## src/rtl/xge_wb_host_pkg.sv

```systemverilog
// Shared types and MAC register map for the 10GE MAC Wishbone host.
package xge_wb_host_pkg;

    typedef enum logic [1:0] {
        IDLE    = 2'd0,
        BUS_CMD = 2'd1,
        BUS_IRQ = 2'd2,
        DONE    = 2'd3
    } state_t;

    localparam logic [7:0] REG_CFG         = 8'h00;
    localparam logic [7:0] REG_INT_PENDING = 8'h08;
    localparam logic [7:0] REG_INT_STATUS  = 8'h0C;
    localparam logic [7:0] REG_INT_MASK    = 8'h10;

endpackage

```

## src/rtl/xge_wb_host.sv

```systemverilog
// Wishbone classic single-cycle master for the 10GE MAC register port, with
// automatic interrupt-pending service and a post-service holdoff window.
module xge_wb_host
    import xge_wb_host_pkg::*;
#(
    parameter int unsigned TIMEOUT_CYCLES = 16,
    parameter logic [7:0]  ISR_ADDR       = REG_INT_PENDING,
    parameter int unsigned HOLDOFF_CYCLES = 4
) (
    input  logic        wb_clk_i,
    input  logic        wb_rst_i,
    input  logic        cmd_valid,
    output logic        cmd_ready,
    input  logic        cmd_we,
    input  logic [7:0]  cmd_addr,
    input  logic [31:0] cmd_wdata,
    output logic        rsp_valid,
    output logic [31:0] rsp_rdata,
    output logic        rsp_err,
    output logic        irq_valid,
    output logic [31:0] irq_vector,
    output logic        irq_err,
    output logic [7:0]  wb_adr_o,
    output logic [31:0] wb_dat_o,
    output logic        wb_we_o,
    output logic        wb_cyc_o,
    output logic        wb_stb_o,
    input  logic [31:0] wb_dat_i,
    input  logic        wb_ack_i,
    input  logic        wb_int_i
);

    localparam int unsigned TW = $clog2(TIMEOUT_CYCLES + 1);
    localparam int unsigned HW = $clog2(HOLDOFF_CYCLES + 1);
    localparam logic [TW-1:0] TMO_LIMIT = TW'(TIMEOUT_CYCLES);
    localparam logic [HW-1:0] HOLD_INIT = HW'(HOLDOFF_CYCLES);

    state_t        state_q, state_d;
    logic [7:0]    adr_q, adr_d;
    logic [31:0]   dat_q, dat_d;
    logic          we_q, we_d;
    logic          cyc_q, cyc_d;
    logic [TW-1:0] tmo_q, tmo_d;
    logic [HW-1:0] hold_q, hold_d;
    logic          rsp_valid_q, rsp_valid_d;
    logic [31:0]   rsp_rdata_q, rsp_rdata_d;
    logic          rsp_err_q, rsp_err_d;
    logic          irq_valid_q, irq_valid_d;
    logic [31:0]   irq_vector_q, irq_vector_d;
    logic          irq_err_q, irq_err_d;

    logic          irq_req;
    logic [TW-1:0] tmo_next;
    logic          bus_end;
    logic [31:0]   bus_rdata;

    always_comb begin
        state_d      = state_q;
        adr_d        = adr_q;
        dat_d        = dat_q;
        we_d         = we_q;
        cyc_d        = cyc_q;
        tmo_d        = tmo_q;
        hold_d       = (hold_q != '0) ? hold_q - HW'(1) : hold_q;
        rsp_valid_d  = 1'b0;
        rsp_rdata_d  = rsp_rdata_q;
        rsp_err_d    = rsp_err_q;
        irq_valid_d  = 1'b0;
        irq_vector_d = irq_vector_q;
        irq_err_d    = irq_err_q;

        irq_req   = wb_int_i & (hold_q == '0);
        cmd_ready = (state_q == IDLE) & ~wb_rst_i & ~irq_req;
        tmo_next  = tmo_q + TW'(1);
        // Ack wins over a timeout landing in the same cycle.
        bus_end   = wb_ack_i | (tmo_next == TMO_LIMIT);
        bus_rdata = wb_ack_i ? wb_dat_i : '0;

        unique case (state_q)
            IDLE: begin
                if (irq_req) begin
                    state_d = BUS_IRQ;
                    adr_d   = ISR_ADDR;
                    we_d    = 1'b0;
                    cyc_d   = 1'b1;
                    tmo_d   = '0;
                end else if (cmd_valid) begin
                    state_d = BUS_CMD;
                    adr_d   = cmd_addr;
                    dat_d   = cmd_wdata;
                    we_d    = cmd_we;
                    cyc_d   = 1'b1;
                    tmo_d   = '0;
                end
            end
            BUS_CMD, BUS_IRQ: begin
                tmo_d = tmo_next;
                if (bus_end) begin
                    state_d = DONE;
                    cyc_d   = 1'b0;
                    if (state_q == BUS_CMD) begin
                        rsp_valid_d = 1'b1;
                        rsp_rdata_d = we_q ? '0 : bus_rdata;
                        rsp_err_d   = ~wb_ack_i;
                    end else begin
                        irq_valid_d  = 1'b1;
                        irq_vector_d = bus_rdata;
                        irq_err_d    = ~wb_ack_i;
                    end
                end
            end
            DONE: begin
                state_d = IDLE;
                // irq_valid_q is high only in the DONE cycle following an ISR read.
                if (irq_valid_q) begin
                    hold_d = HOLD_INIT;
                end
            end
            default: state_d = IDLE;
        endcase
    end

    always_ff @(posedge wb_clk_i) begin
        if (wb_rst_i) begin
            state_q      <= IDLE;
            adr_q        <= '0;
            dat_q        <= '0;
            we_q         <= 1'b0;
            cyc_q        <= 1'b0;
            tmo_q        <= '0;
            hold_q       <= '0;
            rsp_valid_q  <= 1'b0;
            rsp_rdata_q  <= '0;
            rsp_err_q    <= 1'b0;
            irq_valid_q  <= 1'b0;
            irq_vector_q <= '0;
            irq_err_q    <= 1'b0;
        end else begin
            state_q      <= state_d;
            adr_q        <= adr_d;
            dat_q        <= dat_d;
            we_q         <= we_d;
            cyc_q        <= cyc_d;
            tmo_q        <= tmo_d;
            hold_q       <= hold_d;
            rsp_valid_q  <= rsp_valid_d;
            rsp_rdata_q  <= rsp_rdata_d;
            rsp_err_q    <= rsp_err_d;
            irq_valid_q  <= irq_valid_d;
            irq_vector_q <= irq_vector_d;
            irq_err_q    <= irq_err_d;
        end
    end

    assign wb_adr_o   = adr_q;
    assign wb_dat_o   = dat_q;
    assign wb_we_o    = we_q;
    assign wb_cyc_o   = cyc_q;
    assign wb_stb_o   = cyc_q;
    assign rsp_valid  = rsp_valid_q;
    assign rsp_rdata  = rsp_rdata_q;
    assign rsp_err    = rsp_err_q;
    assign irq_valid  = irq_valid_q;
    assign irq_vector = irq_vector_q;
    assign irq_err    = irq_err_q;

endmodule

```

## config.mk

```make
export PLATFORM = sky130hd
export DESIGN_NAME = xge_wb_host
export DESIGN_NICKNAME = d
export VERILOG_FILES = /design/src/rtl/xge_wb_host_pkg.sv /design/src/rtl/xge_wb_host.sv
export SDC_FILE = /design/constraint.sdc
export NUM_CORES = 1
export LEC_CHECK = 0
export ABC_AREA = 1
export CAP_MARGIN = 20
export CELL_PAD_IN_SITES_DETAIL_PLACEMENT = 1
export CELL_PAD_IN_SITES_GLOBAL_PLACEMENT = 2
export CORE_ASPECT_RATIO = 1.2
export CORE_UTILIZATION = 23
export DETAILED_ROUTE_END_ITERATION = 10
export MAX_ROUTING_LAYER = met4
export PLACE_DENSITY_LB_ADDON = 0.15
export SETUP_SLACK_MARGIN = 0.5
export SLEW_MARGIN = 20
export SYNTH_ARGS = -nofsm -noshare
export SYNTH_HDL_FRONTEND = slang
export SYNTH_SLANG_ARGS = --single-unit
```

## constraint.sdc

```tcl
create_clock -name wb_clk_i -period 1.7 [get_ports wb_clk_i]
set_input_delay 0.255 -clock wb_clk_i [delete_from_list [all_inputs] [get_ports wb_clk_i]]
set_output_delay 0.255 -clock wb_clk_i [all_outputs]
set_load 0.005 [all_outputs]
```

==> flow_results.xml, run 1 <==
<?xml version="1.0" encoding="UTF-8"?>
<metrics>
  <group name="sta">
    <metric name="timing_hold_violations_final" unit="">0</metric>
    <metric name="timing.final.crit_period" unit="ns">1.60</metric>
    <metric name="setup_viol" unit="">0</metric>
    <metric name="worstMarginPinSlew" unit="ns">0.399</metric>
    <metric name="timing.slew.headroom" unit="">0.733</metric>
    <metric name="rsz0062_at_grt" unit="">yes</metric>
    <metric name="setup_total_negative_slack" unit="ns">0</metric>
    <metric name="skew" unit="ns">0.0106</metric>
    <metric name="fmax" unit="GHz">0.623</metric>
    <metric name="timing.final.crit_share" unit="">0.944</metric>
    <metric name="report.final.slew_viol_count" unit="">0</metric>
  </group>
  <group name="synth">
    <metric name="synth_edf_count" unit="">0</metric>
    <metric name="ys_async_sr_fraction" unit="">0</metric>
    <metric name="yosys.cell_count.top_type" unit="">sky130_fd_sc_hd__nand2_1</metric>
    <metric name="yosys.cell_types.count" unit="">24</metric>
    <metric name="synthDominantAreaCellType" unit="">sky130_fd_sc_hd__dfxtp_1</metric>
    <metric name="synth_cells" unit="">825</metric>
    <metric name="ys_seq_area_frac" unit="">0.443</metric>
    <metric name="post_synth.cell_area_avg" unit="µm²">6.57</metric>
    <metric name="synth.cells.most_frequent" unit="">sky130_fd_sc_hd__nand2_1 (210), sky130_fd_sc_hd__nor2_1 (192), sky130_fd_sc_hd__inv_1 (130), sky130_fd_sc_hd__dfxtp_1 (120), sky130_fd_sc_hd__o21ai_0 (35)</metric>
    <metric name="netlist_top_cells_area" unit="">sky130_fd_sc_hd__dfxtp_1 (44%), sky130_fd_sc_hd__nand2_1 (15%), sky130_fd_sc_hd__nor2_1 (13%)</metric>
    <metric name="number_of_warnings_printed_during_yosys_synthesis" unit="">0</metric>
    <metric name="synth.top_cell.area_share" unit="">0.443</metric>
    <metric name="syn-cell-area" unit="mm²">0.00542</metric>
    <metric name="register_bit_count_reported_by_yosys" unit="">120</metric>
    <metric name="synthFlopType" unit="">sky130_fd_sc_hd__dfxtp_1</metric>
    <metric name="postSynthNetCount" unit="">910</metric>
  </group>
  <group name="pwr">
    <metric name="power_per_cell_area" unit="mW/mm²">1600</metric>
    <metric name="leakagePower" unit="µW">0.00510</metric>
    <metric name="ir_worst_vdd" unit="V">0.000754</metric>
    <metric name="total_power" unit="µW">15100</metric>
  </group>
  <group name="cells_and_area">
    <metric name="area.sequential" unit="mm²">0.00250</metric>
    <metric name="area_used_by_multi_input_combinational_logic" unit="mm²">0.00296</metric>
    <metric name="utilization" unit="">0.408</metric>
    <metric name="layout-drive-gt1-share" unit="">0.367</metric>
    <metric name="area_overhead_of_the_layout_relative_to_synthesis" unit="%">74.2</metric>
    <metric name="layout.nets" unit="">1128</metric>
    <metric name="filler_cell_count" unit="">2815</metric>
  </group>
  <group name="critical_path">
    <metric name="cp_data_required_time" unit="ns">1.44</metric>
    <metric name="worst_path_largest_cell_delay" unit="ns">0.33</metric>
    <metric name="type_of_the_worst_setup_path" unit="">flop to output pin</metric>
    <metric name="crit_path_max_fanout" unit="">2</metric>
    <metric name="reg2reg_depth" unit="">11</metric>
    <metric name="critical_path_cell_list" unit="">inv_2 -&gt; ha_4 -&gt; nand2_4 -&gt; inv_4 -&gt; nand2_4 -&gt; nand3_2 -&gt; inv_2 -&gt; buf_6</metric>
    <metric name="setup.worst_path.end" unit="">cmd_ready</metric>
    <metric name="cp_slowest_cell" unit="">sky130_fd_sc_hd__dfxtp_2</metric>
    <metric name="rr_endpoint" unit="">rsp_rdata[24]</metric>
    <metric name="cp.buffers_inverters" unit="">4</metric>
    <metric name="startpoint_type" unit="">flop</metric>
    <metric name="critical_path.endpoint_type" unit="">output pin</metric>
    <metric name="critPathArrivalTime" unit="ns">1.35</metric>
    <metric name="cp_top_family" unit="">flip-flops</metric>
    <metric name="path_depth" unit="">8</metric>
    <metric name="critPathLaunch" unit="">hold_q[1]</metric>
    <metric name="timing.rr.start" unit="">tmo_q[1]</metric>
    <metric name="r2r_setup_slack" unit="ns">0.1</metric>
  </group>
  <group name="placed_design">
    <metric name="portBuffers" unit="">189</metric>
    <metric name="globalplace.congestion" unit="">0.769</metric>
    <metric name="place_hpwl" unit="µm">14100</metric>
  </group>
  <group name="clock_network">
    <metric name="clock-sinks" unit="">120</metric>
    <metric name="cts_hold_buf" unit="">0</metric>
    <metric name="numCtsBuffers" unit="">17</metric>
    <metric name="clock_transition_at_the_register_clock_pins_on_the_worst_setup_and_hold_paths_after_cts" unit="ns">0.06</metric>
    <metric name="cts.htree.levels" unit="">4</metric>
    <metric name="cts_max_path_buffers" unit="">2</metric>
    <metric name="clock_insertion_delay_worst_skew" unit="ns">0.42</metric>
    <metric name="tritoncts_clock_tree" unit="">done</metric>
    <metric name="cts_root_buffer" unit="">sky130_fd_sc_hd__clkbuf_16</metric>
  </group>
  <group name="detailed_routing">
    <metric name="route.detailed.vias_per_inst" unit="">4.18</metric>
    <metric name="route.final.wire_length" unit="µm">20800</metric>
    <metric name="detail_route.first_pass.iterations" unit="">4</metric>
    <metric name="post-route-drc-count" unit="">0</metric>
    <metric name="via_count" unit="">5729</metric>
    <metric name="drt_iter0_markers" unit="">182</metric>
    <metric name="route.detailed.wl_per_inst" unit="µm">15.2</metric>
    <metric name="detail-route-antenna-nets" unit="">0</metric>
  </group>
  <group name="hold_path">
    <metric name="min-delay-path-class" unit="">input port to flop</metric>
  </group>
  <group name="global_routing">
    <metric name="grt_pass1_wl" unit="µm">30400</metric>
    <metric name="grt_start_max_net_pins" unit="">60</metric>
    <metric name="grt_antenna_before_repair" unit="">1</metric>
    <metric name="gr-total-overflow" unit="">0</metric>
    <metric name="vias_in_the_first_global_route" unit="">5648</metric>
    <metric name="grtUsageTotal" unit="">0.172</metric>
  </group>
  <group name="outcome">
    <metric name="outcome" unit="">finished clean</metric>
  </group>
  <group name="job">
    <metric name="max-cap-violations" unit="">0</metric>
  </group>
  <group name="floorplanning">
    <metric name="die_h" unit="µm">170</metric>
    <metric name="die_width" unit="µm">142</metric>
    <metric name="die_area" unit="mm²">0.0242</metric>
    <metric name="initial_cell_density_of_the_core" unit="">0.234</metric>
    <metric name="io-pin-count" unit="">190</metric>
    <metric name="floorplan.core_area" unit="mm²">0.0231</metric>
    <metric name="core.rowCount" unit="">61</metric>
  </group>
</metrics>
cell families (layout without fill, tap and decap cells):
group | Yosys count | after routing | synth area share
simple gates | 456 | 456 | 0.342
buf+inv | 182 | 413 | 0.142
flops | 120 | 120 | 0.443
compound gates | 60 | 60 | 0.0565
fa+ha+maj | 7 | 7 | 0.0162
other cells | 0 | 1 | 0
sequential cells by signal, indices dropped and copies added, names as in the netlist:
register	flops
irq_vector	32
hold_q	3
wb_cyc_o	1
state_q	2
tmo_q	5
rsp_rdata	32
irq_valid	1
wb_adr_o	8
wb_dat_o	32
rsp_valid	1
rsp_err	1
wb_we_o	1
irq_err	1
power by group:
group	switching (µW)	leakage, µW	internal (µW)
Clock	1490	0.000280	2190
Sequential	553	0.00101	3710
Combinational	3700	0.00381	3480
layer usage:
layer | part of all wire | up-vias | GRT usage
met2 | 0.52 | 126 | 0.303
met4 | 0.014 | 0 | 0.0477
met3 | 0.061 | 17 | 0.0532
met1 | 0.40 | 2664 | 0.183
met5 | 0 | - | -
li1 | - | 2922 | -
layout by cell type (no fill, tap or decap), types with 9 or more instances in the layout:
| master | count |
|---|---|
| sky130_fd_sc_hd__nand2_2 | 33 |
| sky130_fd_sc_hd__buf_2 | 65 |
| sky130_fd_sc_hd__nor2_2 | 17 |
| sky130_fd_sc_hd__nand2_1 | 152 |
| sky130_fd_sc_hd__dfxtp_2 | 67 |
| sky130_fd_sc_hd__inv_1 | 113 |
| sky130_fd_sc_hd__nor2_1 | 143 |
| sky130_fd_sc_hd__nand3_1 | 13 |
| sky130_fd_sc_hd__buf_12 | 10 |
| sky130_fd_sc_hd__clkbuf_16 | 23 |
| sky130_fd_sc_hd__dlymetal6s2s_1 | 41 |
| sky130_fd_sc_hd__nor2_4 | 32 |
| sky130_fd_sc_hd__inv_2 | 15 |
| sky130_fd_sc_hd__a21oi_1 | 9 |
| sky130_fd_sc_hd__dfxtp_1 | 49 |
| sky130_fd_sc_hd__a21oi_2 | 13 |
| sky130_fd_sc_hd__buf_4 | 29 |
| sky130_fd_sc_hd__nand2_4 | 26 |
| sky130_fd_sc_hd__nand4_1 | 31 |
| sky130_fd_sc_hd__clkdlybuf4s50_1 | 77 |
| sky130_fd_sc_hd__o21ai_0 | 33 |
| sky130_fd_sc_hd__buf_6 | 9 |
stage by stage:
stage	cells	instance area [µm²]	setup slack [ns]	hold WS [ns]
CTS	1350	8440	0.0638	0.363
detailed placement	1304	7850	0.0128	0.454
finish	1372	9440	0.0957	0.428
global route	1372	9440	-0.0176	0.423
floorplan	825	5630	0.313	0.402
global placement	1304	7850	0.0143	0.449
worst min-delay path: stages:
cell                              delay, ns
sky130_fd_sc_hd__clkdlybuf4s50_1       0.44
sky130_fd_sc_hd__nand2_4               0.08
sky130_fd_sc_hd__a21oi_2               0.04
timing repair:
item,4_1_cts,5_1_grt
gates resized for setup,342,262
setup buffers,11,15
cloned,3,6
pin swaps,6,46
setup endpoints to repair,229,167
worst min-delay path by stage:
stage                start  slack [ns]  cells after the start           to
6_report       cmd_addr[4]        0.43                      3  wb_adr_o[4]
3_5_place_dp   wb_adr_o[7]        0.45                      2  wb_adr_o[7]
2_1_floorplan  cmd_addr[0]        0.40                      2  wb_adr_o[0]
5_1_grt        cmd_addr[7]        0.42                      3  wb_adr_o[7]
4_1_cts        cmd_addr[7]        0.36                      3  wb_adr_o[7]
3_3_place_gp   wb_adr_o[7]        0.45                      2  wb_adr_o[7]
cell type report:
type / count / area share
Clock buffer: 17 / 0.0450
Tap cell: 315 / 0.0417
Timing Repair Buffer: 249 / 0.261
Antenna cell: 1 / 0.000265
Multi-Input combinational cell: 523 / 0.314
Inverter: 132 / 0.0551
Clock inverter: 15 / 0.0180
Sequential cell: 120 / 0.265
No activity file was read; power rests on OpenSTA's default activity.
==> inputs of run 2 (changes only) <==
Settings changed: HOLD_SLACK_MARGIN set to 0.1.
==> results of run 2 <==
The final DEF is identical to that of run 1; final timing and power are the same.
